**src/rtl/booth_r8_mac_pipe.sv**
```systemverilog
// booth_r8_mac_pipe: 5-stage radix-8 Booth multiplier with a wide
// signed/unsigned accumulator, sticky overflow and valid/ready flow control.
//
// Ports:
//   clk, rst_n          clock, synchronous active-low reset
//   in_valid/in_ready   input beat handshake (in_ready = ~stall)
//   a, b [W]            multiplicand / multiplier
//   sm [2]              [1] a signed, [0] b signed
//   acc_en, acc_clr     beat accumulates / beat reloads the accumulator
//   out_valid/out_ready output handshake
//   p [2W]              product of the beat
//   acc [ACC_W]         accumulator after the beat
//   acc_ovf             sticky accumulation overflow
module booth_r8_mac_pipe #(
    parameter int W     = 8,
    parameter int ACC_W = 2*W+8
) (
    input  logic             clk,
    input  logic             rst_n,
    input  logic             in_valid,
    output logic             in_ready,
    input  logic [W-1:0]     a,
    input  logic [W-1:0]     b,
    input  logic [1:0]       sm,
    input  logic             acc_en,
    input  logic             acc_clr,
    output logic             out_valid,
    input  logic             out_ready,
    output logic [2*W-1:0]   p,
    output logic [ACC_W-1:0] acc,
    output logic             acc_ovf
);

    localparam int NPP = (W+3)/3;
    localparam int XW  = W+3;
    localparam int BW  = 3*NPP+1;
    localparam int EW  = BW-1-W;
    localparam int PW  = 2*W;

    logic w_stall;

    logic r1_v, r2_v, r3_v, r4_v, r5_v;

    logic [XW-1:0] r1_a;
    logic [BW-1:0] r1_b;
    logic [1:0]    r1_sm;
    logic          r1_en, r1_clr;

    logic [XW-1:0] r2_m1, r2_m2, r2_m3, r2_m4;
    logic [BW-1:0] r2_b;
    logic [1:0]    r2_sm;
    logic          r2_en, r2_clr;

    // terms[0..NPP-1] are partial products, terms[NPP] the +1 corrections
    logic [PW-1:0] r3_t [NPP+1];
    logic [1:0]    r3_sm;
    logic          r3_en, r3_clr;

    logic [PW-1:0] r4_s, r4_c;
    logic [1:0]    r4_sm;
    logic          r4_en, r4_clr;

    logic [PW-1:0]    r_p;
    logic [ACC_W-1:0] r_acc;
    logic             r_ovf;

    logic [XW-1:0]    w_aext;
    logic [BW-1:0]    w_bfmt;
    logic [XW-1:0]    w_m2, w_m3, w_m4;
    logic [PW-1:0]    w_t [NPP+1];
    logic [PW-1:0]    w_s, w_c;
    logic [PW-1:0]    w_p;
    logic [ACC_W-1:0] w_pse, w_pze, w_pext, w_base;
    logic [ACC_W:0]   w_sum;
    logic             w_sgn, w_ovf_s, w_ovf;

    assign w_stall   = r5_v & ~out_ready;
    assign in_ready  = ~w_stall;
    assign out_valid = r5_v;
    assign p         = r_p;
    assign acc       = r_acc;
    assign acc_ovf   = r_ovf;

    // Valid chain: bubbles travel with the data, whole pipe freezes on stall
    always_ff @(posedge clk) begin
        if (!rst_n) begin
            r1_v <= 1'b0;
            r2_v <= 1'b0;
            r3_v <= 1'b0;
            r4_v <= 1'b0;
            r5_v <= 1'b0;
        end else if (!w_stall) begin
            r1_v <= in_valid;
            r2_v <= r1_v;
            r3_v <= r2_v;
            r4_v <= r3_v;
            r5_v <= r4_v;
        end
    end

    // S1: operand formatting
    assign w_aext = sm[1] ? XW'($signed(a)) : XW'(a);
    // Extension bits above b keep the top window's sign right; trailing 0
    // is the implicit y[-1] of the Booth recoding.
    assign w_bfmt = {{EW{sm[0] & b[W-1]}}, b, 1'b0};

    // S2: multiples
    assign w_m2 = r1_a << 1;
    assign w_m4 = r1_a << 2;
    assign w_m3 = r1_a + w_m2;

    // S3: window decode; negative digits use ~M here and +1 in the
    // correction term, so no adder per partial product.
    always_comb begin
        logic [3:0]    v_win;
        logic [3:0]    v_sel;
        logic [XW-1:0] v_mul;
        v_win = '0;
        v_sel = '0;
        v_mul = '0;
        for (int k = 0; k <= NPP; k++) w_t[k] = '0;
        for (int k = 0; k < NPP; k++) begin
            v_win = r2_b[3*k +: 4];
            case (v_win)
                4'b0001, 4'b0010,
                4'b1101, 4'b1110: v_sel = 4'b0001;
                4'b0011, 4'b0100,
                4'b1011, 4'b1100: v_sel = 4'b0010;
                4'b0101, 4'b0110,
                4'b1001, 4'b1010: v_sel = 4'b0100;
                4'b0111, 4'b1000: v_sel = 4'b1000;
                default:          v_sel = 4'b0000;
            endcase
            v_mul = ({XW{v_sel[0]}} & r2_m1)
                  | ({XW{v_sel[1]}} & r2_m2)
                  | ({XW{v_sel[2]}} & r2_m3)
                  | ({XW{v_sel[3]}} & r2_m4);
            v_mul = v_mul ^ {XW{v_win[3]}};
            w_t[k] = PW'($signed(v_mul)) << (3*k);
            w_t[NPP][3*k] = v_win[3];
        end
    end

    // S4: carry-save reduction of all terms to two vectors
    always_comb begin
        logic [PW-1:0] v_t;
        logic [PW-1:0] v_s;
        logic [PW-1:0] v_c;
        v_s = w_t[0];
        v_c = w_t[1];
        v_t = '0;
        v_s = r3_t[0];
        v_c = r3_t[1];
        for (int k = 2; k <= NPP; k++) begin
            v_t = r3_t[k];
            {v_s, v_c} = {v_s ^ v_c ^ v_t,
                          ((v_s & v_c) | (v_s & v_t) | (v_c & v_t)) << 1};
        end
        w_s = v_s;
        w_c = v_c;
    end

    // S5: final add and accumulate
    assign w_p    = r4_s + r4_c;
    assign w_sgn  = |r4_sm;
    assign w_pse  = ACC_W'($signed(w_p));
    assign w_pze  = ACC_W'(w_p);
    assign w_pext = w_sgn ? w_pse : w_pze;
    assign w_base = r4_clr ? '0 : r_acc;
    assign w_sum  = {1'b0, w_base} + {1'b0, w_pext};
    assign w_ovf_s = (w_base[ACC_W-1] == w_pext[ACC_W-1])
                   & (w_sum[ACC_W-1] != w_base[ACC_W-1]);
    assign w_ovf  = w_sgn ? w_ovf_s : w_sum[ACC_W];

    always_ff @(posedge clk) begin
        if (!w_stall) begin
            r1_a   <= w_aext;
            r1_b   <= w_bfmt;
            r1_sm  <= sm;
            r1_en  <= acc_en;
            r1_clr <= acc_clr;

            r2_m1  <= r1_a;
            r2_m2  <= w_m2;
            r2_m3  <= w_m3;
            r2_m4  <= w_m4;
            r2_b   <= r1_b;
            r2_sm  <= r1_sm;
            r2_en  <= r1_en;
            r2_clr <= r1_clr;

            for (int k = 0; k <= NPP; k++) r3_t[k] <= w_t[k];
            r3_sm  <= r2_sm;
            r3_en  <= r2_en;
            r3_clr <= r2_clr;

            r4_s   <= w_s;
            r4_c   <= w_c;
            r4_sm  <= r3_sm;
            r4_en  <= r3_en;
            r4_clr <= r3_clr;
        end
    end

    always_ff @(posedge clk) begin
        if (!rst_n) begin
            r_p   <= '0;
            r_acc <= '0;
            r_ovf <= 1'b0;
        end else if (!w_stall && r4_v) begin
            r_p <= w_p;
            if (r4_en) begin
                r_acc <= w_sum[ACC_W-1:0];
                r_ovf <= (r_ovf & ~r4_clr) | w_ovf;
            end
        end
    end

endmodule
```
**config.mk**
```make
export PLATFORM = sky130hd
export DESIGN_NAME = booth_r8_mac_pipe
export DESIGN_NICKNAME = d
export VERILOG_FILES = /design/src/rtl/booth_r8_mac_pipe.sv
export SDC_FILE = /design/constraint.sdc
export NUM_CORES = 1
export LEC_CHECK = 0
export CAP_MARGIN = 10
export CORE_MARGIN = 4
export CORE_UTILIZATION = 47
export DETAILED_ROUTE_END_ITERATION = 7
export PLACE_DENSITY_LB_ADDON = 0.3
export SLEW_MARGIN = 10
export SYNTH_ARGS = -nofsm -noshare
export SYNTH_HDL_FRONTEND = slang
export SYNTH_SLANG_ARGS = --single-unit
```
**constraint.sdc**
```tcl
create_clock -name clk -period 16.44 [get_ports clk]
set_clock_uncertainty 0.2 [all_clocks]
set_input_delay 1.644 -clock clk [delete_from_list [all_inputs] [get_ports clk]]
set_output_delay 1.644 -clock clk [all_outputs]
set_load 0.005 [all_outputs]
```
# Word level (Yosys, flattened, before mapping)

Memory sizes are Yosys's and may differ from the RTL's. A register that Yosys moved wholly into a read port is not among the register bits.
Index checks and enable logic that the tools add are counted.

Bitwise operators: 46
Eq/ne operators: 2
Mux-type cells: 7
$add $sub $neg: 3
Reductions and logical operators: 4

Operator list:

| operator            | number |
|---|---|
| $and A15 B15 Y15    | 6 |
| $and A11 B11 Y11    | 8 |
| $or A11 B11 Y11     | 6 |
| $xor A16 B16 Y16    | 4 |
| $or A15 B15 Y15     | 4 |
| $mux W24            | 2 |
| $and A10 B10 Y10    | 4 |
| $or A10 B10 Y10     | 3 |
| $add A24 B24 Y25    | 1 |
| $xor A11 B11 Y11    | 2 |
| $add A16 B16 Y16    | 1 |
| $mux W4             | 3 |
| $add A9 B10 Y11     | 1 |
| $xor A10 B10 Y10    | 1 |
| $and A1 B1 Y1       | 4 |
| $not A1 Y1          | 3 |
| $mux W1             | 2 |
| $reduce_and A2 Y1   | 1 |
| $reduce_or A2 Y1    | 1 |
| $eq A1 B1 Y1        | 1 |
| $logic_and A1 B1 Y1 | 1 |
| $logic_not A1 Y1    | 1 |
| $ne A1 B1 Y1        | 1 |
| $or A1 B1 Y1        | 1 |

Bits in writable memories: 64
Input bits: 24
Memory bits (read-only): 192
Memories: 4
Bits in registers: 158
Logic and storage cells: 96
Output and inout port bits: 43

Memory list:

| memory           | words | width | read ports | clocked after Yosys merged registers in | wr ports | line | text |
|---|---|---|---|---|---|---|---|
| (name not given) | 16    | 4     | 1          | 1                                       | 0        | 124  | `case (v_win)` |
| (name not given) | 16    | 4     | 1          | 1                                       | 0        | 124  |  |
| (name not given) | 16    | 4     | 1          | 1                                       | 0        | 124  |  |
| r3_t             | 4     | 16    | 4          | 0                                       | 4        | 55   | `logic [PW-1:0] r3_t [NPP+1];` |

# Depth between registers and ports, before layout

Gate-level depths: netlist of run 1.

Depth after elaboration: 7
Gate-level depth with buffers: 18
Depth with buffers taken out: 18

# Worst setup path after synthesis of run 1

OpenSTA, ideal clock, no wires.

Kind: input to output
From: input out_ready
To: output in_ready
Data arrival time: 5.625 ns
Data required time: 14.596 ns
Stages: 4
Slack: 8.971 ns
Path buffers: 2
Path through: nor2b_1 > clkbuf_1 > inv_1 > clkbuf_1

Word-level cells in the longest chain between the ends: 3

RTL lines:

| item          | line | text |
|---|---|---|
| from (decl)   | 28   | `input logic out_ready,` |
| $not A1 Y1    | 77   | `assign w_stall = r5_v & ~out_ready;` |
| $and A1 B1 Y1 | 77   |  |
| $not A1 Y1    | 78   | `assign in_ready = ~w_stall;` |
| to (decl)     | 21   | `output logic in_ready,` |

Every way passes these cells.

# Final worst setup path of run 1

Ends and elaborated chain as after synthesis.

==> metrics, run 1 <==
final setup TNS=0 ps; core footprint=0.0202 mm2; dominant synthesized flop cell=edfxtp_1; Hold WC Path Type=reg2reg; Routed WL per cell=~15 um; largest net degree at the start of global routing=82; htree depth=4; Post-CTS Resized=0; Worst Path Required=14600 ps; initial DRC count=380; R2R depth=18; # diodes=0; worst skew pair latency=420 ps; status=completed; final total power=1680 uW; Starting Density=47.8%; hpwl dp=12.5 mm; Clock Tree Root=clkbuf_16; Total Routing Usage GR=between 10% and 20%; Critical Path End=in_ready; CTS tree=built; Clock Pin Slew Worst Setup and Hold Paths=about 70 ps; Total Wirelength=17.3 mm; I/O Pins=67; register cell area after layout=0.00491 mm2; global-route wire length before repair=a little under 30 mm; utilization after layout=54.8%; reg2reg end=acc[23]$_SDFFE_PN0P_; CP max FO=17; Seq/Total Area, Yosys=50.8%; number of clock sinks=183; antenna viol nets, final=0; CP startpoint=out_ready; CP Class=in2out; slew margin rel.=35.8%; Reg2Reg Setup Slack=11770 ps; final hold violation count=0; Syn Inst Count=839; FILL cells=1727; Net count, final=986; GRT Max-Usage Layer=met2; Post-Syn Area=approximately 0.0097 mm2; pre-CTS setup slack=between 10000 and 15000 ps; Vias/cell=5.37; # DRC=0; vias in the first global route=between 6000 and 7000; Rows=52; M2 GR Usage=26.1%; number of synthesized flops with an enable pin=125; Final GP Congestion=0.934; initial antenna violation count=0; Crit path arrival time=about 3000 ps; DR vias=6293; post-synthesis register bit count=183; drt first pass iters=5; met1 Use GR=around a fifth; IO buf count=66; library cells used by synthesis=80; Die X=151 um; maximum clock frequency=around 0.2 GHz; Final Max Tran Viols=0; Tcrit/Tclk final=29.5%; Synth area leaders=edfxtp_1 (39%), dfxtp_1 (12%), ha_1 (8.0%); leakage power=around 0.0043 uW; synthesized area per cell=11.5 um2; met3 GRT Util=3.77%; grt ovf=0; FFs w/ async S/R, synth=0%; placed cell count=around 1100; Crit. End Element=primary output; share of post-route cells with drive strength above 1=around 7%; Critical R2R Launch=r4_s[4]$_DFFE_PN_; final setup violation count=0; syn_nets=937; Die Span Y=151 um; top cell type's share of synthesized area=38.8%; VDD IR max=around 0.085 mV; multi-input logic area=about 0.0044 mm2; Final min period=around 4900 ps; clock tree buffer depth=2; Startpoint Class=primary input; area grow syn2layout=14.6%; maxcap violations=0; Worst-Margin Slew=962 ps; post-route non-filler standard cell count=approximately 1200; Worst Setup Slack, final=11590 ps; synth warn=0; clock buffer count from CTS=17; PD cells=151 mW/mm2; hold_buf cts=0; Post-CTS Setup Inserts=0; cell taking the most area after synthesis=edfxtp_1; unrepaired setup endpoints after global routing=false; Die ar.=0.0229 mm2
## how the worst min path moves through the flow
stage                             from            endpoint  slack (ps)  cells after the start
floorplan             r1_clr$_DFFE_PN_    r2_clr$_DFFE_PN_         200                      0
global placement       r2_en$_DFFE_PN_     r3_en$_DFFE_PN_         200                      0
detailed placement  r1_sm[0]$_DFFE_PN_  r2_sm[0]$_DFFE_PN_         210                      0
CTS                 r1_sm[0]$_DFFE_PN_  r2_sm[0]$_DFFE_PN_         220                      0
global route          r1_clr$_DFFE_PN_    r2_clr$_DFFE_PN_         230                      0
finish              r1_sm[0]$_DFFE_PN_  r2_sm[0]$_DFFE_PN_         220                      0
## metal layers
layer  wire length, um  vias to the layer above
li1                  -                     3180
met1              8220                     2954
met2              8100                      143
met3               781                       16
met4               221                        0
met5                 0                        -
## critical path: stages
cell and delay [ps]:
clkdlybuf4s50_1 470, nor2b_2 40, buf_4 200, inv_4 90
clkdlybuf4s50_1 550
## power breakdown
part / switching (uW) / total (uW) / leakage, uW / internal (uW)
sequential: 44.0 / 623 / 0.00182 / 578
clock: 172 / 387 / 0.000277 / 215
combinational: 384 / 667 / 0.00222 / 283
## cell usage after synthesis (4+ instances only)
cell type	number
mux2i_1	8
o21a_1	6
nand3_1	12
fa_1	12
edfxtp_1	125
o21ai_1	8
a21oi_1	30
buf_6	4
nor3_1	6
a31oi_1	5
nor2b_1	25
nand3b_1	5
and2_1	15
a22oi_1	4
buf_1	8
a22o_1	21
a21boi_0	20
nand2_1	84
a21o_1	15
dfxtp_1	58
xor2_1	16
o21ai_0	35
xnor2_1	59
o31ai_1	4
o21bai_1	7
nor2_1	27
clkbuf_1	29
inv_1	32
a221oi_1	21
ha_1	62
and3_1	4
## layout by cell type (no fill, tap or decap), types with 16 or more instances in the layout
| cell type | count |
|---|---|
| a21boi_0 | 20 |
| a21oi_1 | 30 |
| a221oi_1 | 21 |
| a22o_1 | 21 |
| clkbuf_16 | 17 |
| clkdlybuf4s50_1 | 66 |
| dfxtp_1 | 58 |
| edfxtp_1 | 125 |
| ha_1 | 62 |
| inv_1 | 31 |
| nand2_1 | 84 |
| nor2_1 | 27 |
| nor2b_1 | 24 |
| o21ai_0 | 35 |
| xnor2_1 | 59 |
| xor2_1 | 16 |
## state kept, by name, indices dropped and copies added, names as in the netlist, 2 cells and up, named ones only
signal	count
r1_a	9
r4_sm	2
r2_m4	7
r3_sm	2
r1_b	9
r4_c	13
r4_s	16
r1_sm	2
acc	24
p	16
r2_sm	2
r3_t	35
r2_m3	11
r2_b	9
## final cells by class
type,instances,area share [%]
Clock inverter,13,1.09
Clock buffer,19,4.00
Inverter,33,1.14
Timing Repair Buffer,72,6.37
Sequential cell,183,44.3
Multi-Input combinational cell,581,40.0
Tap cell,270,3.05
## logic make-up after synthesis
group | after synthesis | share of synthesized area (%)
AO/OA/AOI/OAI | 220 | 16.8
AND/OR/NAND/NOR | 198 | 10.2
flip-flops | 183 | 50.8
adder cells (fa/ha/maj) | 76 | 10.7
XOR/XNOR | 75 | 6.79
buffers and inverters | 75 | 3.31
multiplexers | 12 | 1.41
## per-stage QoR
step | hold slack, ps | area, um2
after detailed placement | 205 | 10500
after floorplan | 200 | 9670
after CTS | 222 | 11100
final | 219 | 11100
after global placement | 203 | 10500
after global routing | 229 | 11100
Note: power is estimated with default switching activity, not from simulation.
==> run 2, diff against run 1 <==
==> constraint.sdc (replaced) <==
create_clock -name clk -period 4.1 [get_ports clk]
set_clock_uncertainty 0.2 [all_clocks]
set_input_delay 0.41 -clock clk [delete_from_list [all_inputs] [get_ports clk]]
set_output_delay 0.41 -clock clk [all_outputs]
set_load 0.005 [all_outputs]
==> metrics, run 2 (synthesized netlist as in run 1, its figures left out) <==
I/O Pins=67 (unchanged); hold_buf cts=0 (unchanged); Final min period=roughly 4100 ps; maxcap violations=0 (unchanged); Total Routing Usage GR=16.3% (+0.59 points); clock buffer count from CTS=17 (unchanged); Die ar.=0.0229 mm2 (unchanged); # diodes=0 (unchanged); Most common cell on crit path=ha_2; clock tree buffer depth=2 (unchanged); final setup TNS=0 ps (unchanged); IO buf count=66 (unchanged); DR vias=6486 (+3.1%); vias in the first global route=6143 (+1.7%); Crit. End Element=register; most frequent cells in the layout=edfxtp_1 (125), nand2_1 (84), clkdlybuf4s50_1 (66); pre-CTS setup slack=-176 ps (-11460 ps); CP Class=reg2reg; Vias/cell=5.40 (+0.49%); register cell area after layout=0.00491 mm2 (unchanged); Die X=151 um (unchanged); Crit path arrival time=4210 ps (+1200 ps); Tcrit/Tclk final=99.8%; grt ovf=0 (unchanged); initial antenna violation count=0 (unchanged); VDD IR max=0.378 mV (+340%); PD cells=635 mW/mm2 (+320%); Worst Path Required=4220 ps (-10380 ps); Routed WL per cell=15.1 um (+1.8%); Hold WC Path Type=reg2reg; Rows=52 (unchanged); unrepaired setup endpoints after global routing=true; Clock Pin Slew Worst Setup and Hold Paths=70 ps (about the same); # DRC=0 (unchanged); drt first pass iters=5 (unchanged); status=completed; Die Span Y=151 um (unchanged); Total Wirelength=18.1 mm (+4.4%); FILL cells=1677 (-2.9%); initial DRC count=415 (+9.2%); leakage power=0.00448 uW (+3.9%); antenna viol nets, final=0 (unchanged); Worst path max stage delay=400 ps (-150 ps); Net count, final=1016 (+3.0%); Reg with most FFs=r3_t; area grow syn2layout=19.2%; maximum clock frequency=between 0.2 and 0.25 GHz; largest net degree at the start of global routing=96 (+17%); Startpoint Class=register; Starting Density=47.8% (unchanged); number of clock sinks=183 (unchanged); final hold violation count=0 (unchanged); Final GP Congestion=0.987 (+5.7%); global-route wire length before repair=29.8 mm (+3.1%); number of flip-flops in the largest register=35 (unchanged); multi-input logic area=0.00461 mm2 (+3.8%); htree depth=4 (unchanged); most common cell after layout, fill and taps aside=edfxtp_1; core footprint=0.0202 mm2 (unchanged); worst skew pair latency=430 ps (about the same); CP max FO=5 (-12); CP max stage cell=ha_2; Final Max Tran Viols=0 (unchanged); CP Cell Sequence=ha_2 -> ha_2 -> a31oi_4 -> o211ai_2 -> a31o_2 -> a21o_1 -> a31oi_1 -> xnor2_1 -> ha_2 -> nand4_1 -> a21oi_2 -> nand3_2 -> o211ai_4 -> o21ai_1 -> nand3_1 -> a31oi_4 -> nor3b_2 -> a311o_1; Worst-Margin Slew=880 ps (-82.6 ps); Clock Tree Root=clkbuf_16; hpwl dp=12.8 mm (+2.5%); Worst Setup Slack, final=6.69 ps (-11580 ps); slew margin rel.=41.3% (+5.5 points); final setup violation count=0 (unchanged); CTS tree=built; share of post-route cells with drive strength above 1=13.2% (+6.2 points)
run 2: cell count changes in the layout (fill, tap and decap cells not counted), sizes merged:
cell,before,now
buf,6,36
inv,38,41
clkbuf,19,17
clkinv,6,5
run 2: through the flow:
step                      hold slack [ps]  power, uW  area (um2)  util [%]  cells
after CTS                             223       7130       11400      56.2   1196
after detailed placement              205       5410       10700      52.9   1161
after floorplan                       200       4660        9680         -    839
after global placement                203       5330       10700      52.9   1161
after global routing                  233       7800       11500      56.9   1201
final                                 221       7320       11500      56.9   1201
run 2: per-layer routing:
layer	wire length (um)	track usage, %	up-vias
met1	8010	21.1	3050
met4	294	5.62	0
met3	900	3.50	34
met2	8880	27.2	166
met5	0	0	-
li1	-	-	3236
run 2: final cells by class:
cell class              count  area share (%)
clock buffers              17            3.69
flip-flops and latches    183            42.7
inverters                  33            1.10
multi-input cells         581            40.0
well taps                 270            2.93
repair buffers            102            8.25
clock inverters            15            1.39
run 2: what timing repair did:
| action | 4_1_cts | 5_1_grt |
|---|---|---|
| setup endpoints to repair | 7 | 9 |
| pin swaps | 17 | 25 |
| resized for setup | 12 | 24 |
| setup buffers | 3 | 5 |
run 2: worst max-delay path: cells and delay by family, from the launching register on:
kind            cells  cell delay (ps)
compound gates     10             1890
fa+ha+maj           3              820
simple gates        4              540
flops               1              380
xor+xnor            1              130
run 2: power by group:
group	switching [uW]	internal, uW
clock	738	865
combinational	1730	1480
sequential	184	2320
run 2: final timing paths:
kind	from	to	slack, ps	cells past startpoint
setup / recovery	r4_s[1]$_DFFE_PN_	acc[23]$_SDFFE_PN0P_	7	18
hold / removal	r1_clr$_DFFE_PN_	r2_clr$_DFFE_PN_	220	0
setup reg to reg	r4_s[1]$_DFFE_PN_	acc[23]$_SDFFE_PN0P_	7	18
hold reg to reg	r1_clr$_DFFE_PN_	r2_clr$_DFFE_PN_	220	0
==> run 3, diff against run 2 <==
--- a/config.mk
+++ b/config.mk
@@ -7,7 +7,7 @@
 export LEC_CHECK = 0
 export CAP_MARGIN = 10
 export CORE_MARGIN = 4
-export CORE_UTILIZATION = 47
+export CORE_UTILIZATION = 54
 export DETAILED_ROUTE_END_ITERATION = 7
 export PLACE_DENSITY_LB_ADDON = 0.3
 export SLEW_MARGIN = 10
==> metrics, run 3 (synthesized netlist as in run 1, its figures left out) <==
status=finished with violations; failing checks=negative setup slack; clock tree buffer depth=2 (unchanged); clock buffer count from CTS=17 (unchanged); Starting Density=55.5% (+7.7 points); VDD IR max=0.427 mV (+13%); CP Class=reg2reg; largest net degree at the start of global routing=95 (-1.0%); CP Cell Sequence=ha_4 -> a41oi_2 -> o21bai_2 -> a21oi_2 -> o21ai_2 -> buf_4 -> nor2_1 -> xnor2_1 -> ha_1 -> and3_1 -> nand2_1 -> o32ai_1 -> buf_4 -> a221o_1 -> o311ai_1 -> o311ai_1 -> buf_4 -> nand4_1 -> a31o_2 -> o41ai_2; antenna viol nets, final=0 (unchanged); Crit. End Element=register; PD cells=642 mW/mm2 (+1.1%); worst skew pair latency=430 ps (about the same); DR vias=6558 (+1.1%); IO buf count=66 (unchanged); htree depth=4 (unchanged); Reg2Reg Setup Slack=-40 ps (-40 ps); core footprint=0.0174 mm2 (-14%); Vias/cell=5.65 (+4.7%); Clock Pin Slew Worst Setup and Hold Paths=70 ps (about the same); initial antenna violation count=0 (unchanged); # DRC=0 (unchanged); global-route wire length before repair=29.9 mm (+0.51%); Rows=48 (-7.7%); Crit path depth=20 (+2); CP max stage cell=edfxtp_1; hold_buf cts=0 (unchanged); Crit path arrival time=4280 ps (+70 ps); Tcrit/Tclk final=101% (+1.0 points); Final GP Congestion=0.889 (-9.9%); Total Wirelength=17.6 mm (-2.5%); unrepaired setup endpoints after global routing=true; Net count, final=1021 (+0.49%); drt first pass iters=5 (unchanged); area grow syn2layout=19.2% (about the same); final hold violation count=0 (unchanged); grt ovf=0 (unchanged); hpwl dp=12.7 mm (-0.60%); Most common cell on crit path=buf_4; family with the most delay on the worst path=compound AO/OA/AOI/OAI gates; met1 Use GR=23.0% (+1.9 points); initial DRC count=352 (-15%); CP startpoint=r4_c[4]$_DFFE_PN_; share of post-route cells with drive strength above 1=13.7% (+0.48 points); Final min period=4140 ps (+42.8 ps); cell count of the worst hold path=0 (unchanged); Reg with most FFs=r3_t; CTS tree=built; Worst-Margin Slew=955 ps (+74.7 ps); R2R depth=20 (+2); Startpoint Class=register; Die X=142 um (-6.3%); cell area after layout=0.0115 mm2 (about the same); Critical Path End=acc_ovf$_SDFFE_PN0P_; number of flip-flops in the largest register=35 (unchanged); Critical R2R Launch=r4_c[4]$_DFFE_PN_; reg2reg end=acc_ovf$_SDFFE_PN0P_; Routed WL per cell=15.2 um (+0.94%); maxcap violations=0 (unchanged); vias in the first global route=6249 (+1.7%); slew margin rel.=36.2% (-5.1 points); Die Span Y=142 um (-6.3%); leakage power=0.00452 uW (+0.87%); Hold WC Path Type=reg2reg; Buf/Inv on CP=3 (+3); Total Routing Usage GR=18.2% (+1.9 points); M2 GR Usage=30.9% (+3.7 points); most frequent cells in the layout=edfxtp_1 (125), nand2_1 (84), clkdlybuf4s50_1 (66); # diodes=0 (unchanged); GRT Max-Usage Layer=met2; utilization after layout=66.2% (+9.2 points); met3 GRT Util=3.34% (-0.16 points); most common cell after layout, fill and taps aside=edfxtp_1; number of clock sinks=183 (unchanged); I/O Pins=67 (unchanged); Die ar.=0.0201 mm2 (-12%); maximum clock frequency=0.242 GHz (-1.0%); Worst Path Required=4240 ps (+20 ps); Worst Setup Slack, final=-36.1 ps (-42.8 ps); Worst path max stage delay=420 ps (+20 ps); CP max FO=5 (unchanged); Final Max Tran Viols=0 (unchanged); Post-DP Area=0.0107 mm2 (-0.39%); Clock Tree Root=clkbuf_16; final setup violation count=2 (+2)
-- run 3: metrics by stage --
stage	setup WS [ps]	std cells	power (uW)	TNS [ps]	hold WS, ps
2_1_floorplan	67.9	839	4660	0	200
3_3_place_gp	-109	1118	5350	-140	202
3_5_place_dp	-224	1118	5430	-666	205
4_1_cts	-18.3	1153	7210	-21.0	216
5_1_grt	-217	1160	7920	-958	222
6_report	-36.1	1160	7400	-51.7	215
-- run 3: worst reg2reg max path: cells and delay by family (launching register included) --
kind,cells,cell delay [ps]
buffers and inverters,3,470
xor gates and xnor gates,1,160
DFF,1,420
AOI/OAI and AO/OA,10,1630
adders and majority gates,2,670
and+or+nand+nor,4,510
-- run 3: area by class of cell --
class / instances / area (um2)
clock buffers: 20 / 489
clock inverters: 11 / 111
repair buffers: 107 / 988
flip-flops and latches: 183 / 4910
multi-input cells: 581 / 4610
fillers: 1317 / 5890
well taps: 225 / 282
inverters: 33 / 126
-- run 3: per-layer routing --
| metal | part of all wire (%) | vias to the layer above |
|---|---|---|
| li1 | - | 3244 |
| met1 | 44 | 3103 |
| met2 | 49 | 168 |
| met3 | 4.2 | 43 |
| met4 | 2.7 | 0 |
| met5 | 0 | - |
-- run 3: how the worst min path moves through the flow --
stage | from | end | slack (ps)
after floorplan | r1_clr$_DFFE_PN_ | r2_clr$_DFFE_PN_ | 200
after global placement | r3_t[0][1]$_DFFE_PN_ | r4_s[1]$_DFFE_PN_ | 200
after detailed placement | r1_clr$_DFFE_PN_ | r2_clr$_DFFE_PN_ | 210
after CTS | r1_clr$_DFFE_PN_ | r2_clr$_DFFE_PN_ | 220
after global routing | r3_sm[0]$_DFFE_PN_ | r4_sm[0]$_DFFE_PN_ | 220
final | r1_clr$_DFFE_PN_ | r2_clr$_DFFE_PN_ | 210
-- run 3: power breakdown --
group | switching [uW] | internal (uW) | leakage (uW)
Sequential | 191 | 2320 | 0.00182
Clock | 695 | 932 | 0.000295
Combinational | 1720 | 1540 | 0.00241
-- run 3: repair_timing --
action | in CTS | in global routing
gates resized for setup | 17 | 18
buffers inserted | 4 | 7
pin swaps | 27 | 34
setup endpoints to repair | 6 | 8
